`config.mk`:
```
export PLATFORM = sky130hd
export DESIGN_NAME = wb_regfile
export DESIGN_NICKNAME = d
export VERILOG_FILES = /design/src/rtl/wb_regfile.sv
export SDC_FILE = /design/constraint.sdc
export NUM_CORES = 2
export LEC_CHECK = 0
export CAP_MARGIN = 40
export CORE_MARGIN = 1
export CORE_UTILIZATION = 29
export CTS_BUF_LIST = sky130_fd_sc_hd__clkbuf_16
export CTS_CLUSTER_DIAMETER = 60
export DETAILED_ROUTE_END_ITERATION = 7
export GPL_TIMING_DRIVEN = 0
export PLACE_DENSITY = 0.57
export REMOVE_ABC_BUFFERS = 1
export SYNTH_ARGS = -nofsm -noshare
export SYNTH_HDL_FRONTEND = slang
export SYNTH_SLANG_ARGS = --single-unit
export TNS_END_PERCENT = 30
```
`constraint.sdc`:
```
create_clock -name clk -period 2.88 [get_ports clk]
set_input_delay 0.576 -clock clk [delete_from_list [all_inputs] [get_ports clk]]
set_output_delay 0.576 -clock clk [all_outputs]
set_load 0.03 [all_outputs]
```
`src/rtl/wb_regfile.sv`:
```
// Write-back stage: selects the MEM/WB result and commits it into the 32x32 register file.
// Optional macro WB_BYPASS_EN: same-cycle write-through from result_wb to the read ports.
module wb_regfile #(
  parameter int unsigned DATA_W = 32,
  parameter int unsigned CNT_W  = 32
) (
  input  logic              clk,
  input  logic              rst_n,
  input  logic [DATA_W-1:0] alu_out_wb,
  input  logic [DATA_W-1:0] read_data_wb,
  input  logic [4:0]        write_reg_wb,
  input  logic              reg_write_wb,
  input  logic [2:0]        mem_to_reg_wb,
  input  logic              link_wb,
  input  logic [DATA_W-1:0] pc_plus_4_wb,
  input  logic [DATA_W-1:0] hi_out_wb,
  input  logic [DATA_W-1:0] lo_out_wb,
  input  logic [4:0]        rd_wb,
  input  logic [DATA_W-1:0] C0_Reg_Data_wb,
  input  logic [4:0]        rs_addr_d,
  input  logic [4:0]        rt_addr_d,
  output logic [DATA_W-1:0] rs_data_d,
  output logic [DATA_W-1:0] rt_data_d,
  output logic [DATA_W-1:0] result_wb,
  output logic [CNT_W-1:0]  wr_count
);

  localparam int unsigned AW       = 5;
  localparam int unsigned NREG     = 32;
  localparam logic [AW-1:0] LINK_RA = AW'(31);

  localparam logic [2:0] SEL_ALU = 3'b000;
  localparam logic [2:0] SEL_MEM = 3'b001;
  localparam logic [2:0] SEL_HI  = 3'b010;
  localparam logic [2:0] SEL_LO  = 3'b011;
  localparam logic [2:0] SEL_CP0 = 3'b100;

  logic [DATA_W-1:0] regs_q [NREG];
  logic [CNT_W-1:0]  cnt_q;
  logic [CNT_W-1:0]  cnt_d;
  logic [AW-1:0]     dest;
  logic              wr_en;

  // Result source select; a link write always returns the link address.
  always_comb begin
    result_wb = alu_out_wb;
    if (link_wb) begin
      result_wb = pc_plus_4_wb;
    end else begin
      unique case (mem_to_reg_wb)
        SEL_ALU: result_wb = alu_out_wb;
        SEL_MEM: result_wb = read_data_wb;
        SEL_HI:  result_wb = hi_out_wb;
        SEL_LO:  result_wb = lo_out_wb;
        SEL_CP0: result_wb = C0_Reg_Data_wb;
        default: result_wb = alu_out_wb;
      endcase
    end
  end

  // JALR names its own link register through rd; the other link forms use ra.
  always_comb begin
    dest = write_reg_wb;
    if (link_wb) begin
      dest = (rd_wb != '0) ? rd_wb : LINK_RA;
    end
  end

  // Writes to r0 are dropped before they reach storage or the counter.
  always_comb begin
    wr_en = 1'b0;
    if (reg_write_wb) begin
      wr_en = (dest != '0);
    end
  end

  always_comb begin
    cnt_d = cnt_q;
    if (wr_en) begin
      cnt_d = cnt_q + CNT_W'(1);
    end
  end

  always_ff @(posedge clk or negedge rst_n) begin
    if (!rst_n) begin
      for (int i = 0; i < int'(NREG); i++) begin
        regs_q[i] <= '0;
      end
      cnt_q <= '0;
    end else begin
      if (wr_en) begin
        regs_q[dest] <= result_wb;
      end
      cnt_q <= cnt_d;
    end
  end

  assign wr_count = cnt_q;

  always_comb begin
    rs_data_d = '0;
    if (rs_addr_d != '0) begin
`ifdef WB_BYPASS_EN
      rs_data_d = (wr_en && (rs_addr_d == dest)) ? result_wb : regs_q[rs_addr_d];
`else
      rs_data_d = regs_q[rs_addr_d];
`endif
    end
  end

  always_comb begin
    rt_data_d = '0;
    if (rt_addr_d != '0) begin
`ifdef WB_BYPASS_EN
      rt_data_d = (wr_en && (rt_addr_d == dest)) ? result_wb : regs_q[rt_addr_d];
`else
      rt_data_d = regs_q[rt_addr_d];
`endif
    end
  end

endmodule

```
==> flow_metrics.tcl <==
set metrics [dict create \
    outcome "finished, violations left" \
    violations "setup timing" \
    drtPass1Iterations 6 \
    start_kind "primary input" \
    synthCells 4903 \
    finalSetupViolCount 90 \
    period_minus_slack_ps 3205 \
    cp.required_ps 2300 \
    dieArea_sq_mm 0.1982 \
    hold_path_class "register to register" \
    grt.overflow.total 0 \
    fin_skew_ps 6.684 \
    grt_pass1_wl_um 346600 \
    rsz0062_at_grt "true" \
    finalCritPeriodShare 1.113 \
    ant_nets 0 \
    rows 162 \
    crit_type "primary input to output pin" \
    grt_max_degree 172 \
    stdcell_count 8263 \
    worstReg2RegStart "wr_count[12]" \
    cts_tree "built" \
    worst_pin_slew_ps 1057 \
    numCtsBuffers 117 \
    netlist_area_sq_mm 0.05697 \
    post_synth_num_cell_types 72 \
    critPathCaptureType "output pin" \
    final-hold-violation-count 0 \
    path_clk_slew_ps 50 \
    die_w_um 445.2 \
    slew_violations 0 \
    cts.sinks 1055 \
    antenna_found_initial 17 \
    clk_latency_ps 730 \
    synth_seq_cells 1055 \
    synthArstFlopShare 1.000 \
    syn_area_per_cell_sq_um 11.62 \
    max_stage_delay_ps 280 \
    critPathLaunch "rs_addr_d[1]" \
    cpMostUsedCell "buf_16" \
    worst-path-buf-inv 7 \
    ir_worst_vdd_uv 556.3 \
    routed_wl_um 248500 \
    clock.fmax_ghz 0.3120 \
    yosysSeqAreaShare 0.4634 \
    grtUsageTotal 0.2443 \
    synth_edf_count 0 \
    whs_ps 371.8 \
    critical_path.max_fanout 15 \
    die_h_um 445.2 \
    drive_gt1_frac 0.3678 \
    cts_buffer_depth 3 \
    area_delta_synth_final_pct 36.43 \
    core-area_sq_mm 0.1950 \
    port_buffers 346 \
    ys.flop_type "dfrtp_1" \
    cap_violations 0 \
    htreeDepth 3 \
    slew_headroom 0.2951 \
    critPathTopFamily "buffers and inverters" \
    slowest_stage "a32o_2" \
    fin_ws_ps -324.9 \
    gp_congestion 0.7783 \
    power_density_mw_per_mm2 666.6 \
    yosysWarningCount 0 \
    first_iter_violations 4563 \
    ios 347 \
    power.leakage_nw 33.70 \
    start_util 0.2921 \
    worstHoldStart "regs_q[1013]" \
    grt_pass1_vias 45900 \
    drc 0 \
    num_vias 45950 \
    nets 5741 \
    cp_cell_sequence "buf_16 -> buf_16 -> buf_16 -> buf_12 -> buf_16 -> mux4_2 -> mux2_4 -> nand2_1 -> a32o_2 -> a211oi_2 -> buf_4 -> buf_6" \
    drt-wirelength-per-cell_um 30.08 \
    post_drt_via_cell_ratio 5.561 \
    dp_cells 7590 \
    root_buffer "clkbuf_16" \
    worstPathArrival_ps 2630 \
    post-dp-hpwl_um 141500 \
]
-- timing repair --
item / in CTS / in global routing
setup endpoints to repair: 557 / 234
resized for setup: 1248 / 178
pin swaps: 120 / 125
endpoints found under the hold margin: 71 / 0
hold buffers: 1 / 0
cloned: 72 / 9
buffers inserted: 240 / 146
-- cell type report --
cell class | instances | area (sq um)
multi-input cells | 3289 | 30460
flip-flops and latches | 1055 | 26400
inverters | 54 | 465.4
clock inverters | 106 | 974.7
well taps | 2624 | 3283
diodes | 13 | 32.53
fillers | 18280 | 117300
repair buffers | 1004 | 13160
clock buffers | 118 | 2953
-- registers in the layout, summed over array words and instances (netlist names) --
| name | cells |
|---|---|
| regs_q | 1023 |
| wr_count | 32 |
-- worst paths after layout --
check	to	slack, ps	cells after the start
min reg2reg	regs_q[1013]	370	0
min in group asynchronous	regs_q[1004]	390	2
max in group asynchronous	regs_q[738]	450	4
max	rs_data_d[30]	-320	12
min	regs_q[1013]	370	0
max reg2reg	wr_count[25]	830	5
-- synthesized netlist by cell type (12+ instances only) --
master,instances,area share
dfrtp_1,1055,0.46
nand2_1,712,0.047
o21ai_0,543,0.048
mux4_2,382,0.15
mux2i_1,379,0.067
mux2_2,377,0.075
clkbuf_1,322,0.021
buf_2,142,0.012
a22oi_1,115,0.015
nor2_1,112,0.0074
a21oi_1,109,0.0096
nand3_1,64,0.0056
o22ai_1,45,0.0049
a2111oi_0,43,0.0066
and3_1,36,0.0040
o211ai_1,35,0.0046
o211a_1,33,0.0058
o21ai_2,33,0.0051
a22o_1,30,0.0046
inv_1,28,0.0018
xnor2_1,28,0.0043
buf_1,27,0.0018
o21ai_1,21,0.0018
clkinv_1,18,0.0012
nand4_1,18,0.0020
a2bb2oi_1,16,0.0025
a32o_1,16,0.0028
o31a_1,16,0.0025
a221o_1,15,0.0026
a31oi_1,12,0.0013
-- kinds of logic after synthesis --
kind of cell,synth area share
buf+inv,0.04173
mux,0.2925
compound gates,0.1209
simple gates,0.07643
flops,0.4634
xor+xnor,0.004766
fa+ha+maj,0.0002196
-- through the flow --
stage                     setup WS (ps)  area [sq um]    util  setup TNS (ps)  total power, mW
final                            -324.9         77720  0.3986          -12630            51.80
after global routing             -335.7         77720  0.3986          -18190            54.07
after CTS                        -428.4         76100  0.3902          -17400            51.34
after detailed placement          -2550         65350  0.3351         -999160            33.96
after global placement           -47210         61540  0.3156               -            34.23
after floorplan                   -2829         54790       -         -514580            28.88
-- per-layer routing --
metal  part of all wire  GRT usage  wire length [um]  vias up
met2               0.46     0.3859            114200     2253
met5            0.00022          0                54        -
met4              0.073     0.1555             18250       10
li1                   -          -                 -    19470
met1               0.39     0.3059             96010    23640
met3              0.081    0.04829             20060      578
-- power breakdown --
| group | leakage, nW | switching (mW) | internal (mW) | total [mW] |
|---|---|---|---|---|
| combinational | 18.1 | 7.03 | 7.85 | 14.9 |
| sequential | 13.6 | 2.92 | 18.6 | 21.5 |
| clock | 2.01 | 6.68 | 8.74 | 15.4 |
-- cell usage in the layout, fill, tap and decap left out, types with 21 or more instances in the layout --
master and n:
a21oi_1 90, clkinv_2 29, a22oi_2 51, nor2_1 100, o21ai_2 46, a22oi_1 64
buf_4 292, buf_8 66, o22ai_1 33, a22o_1 30, mux2_2 369, nand3_1 59
nand2_1 700, clkdlybuf4s50_1 219, o211a_1 32, buf_6 163, o211ai_1 35, inv_1 42
clkinv_1 28, buf_12 108, o21ai_0 528, o21ai_1 22, a2111oi_4 37, dfrtp_1 1055
buf_16 80, clkbuf_16 130, mux4_2 382, bufbuf_16 32, and3_4 21, xnor2_1 28
mux2i_1 365
Note: power is estimated with default switching activity, not from simulation.
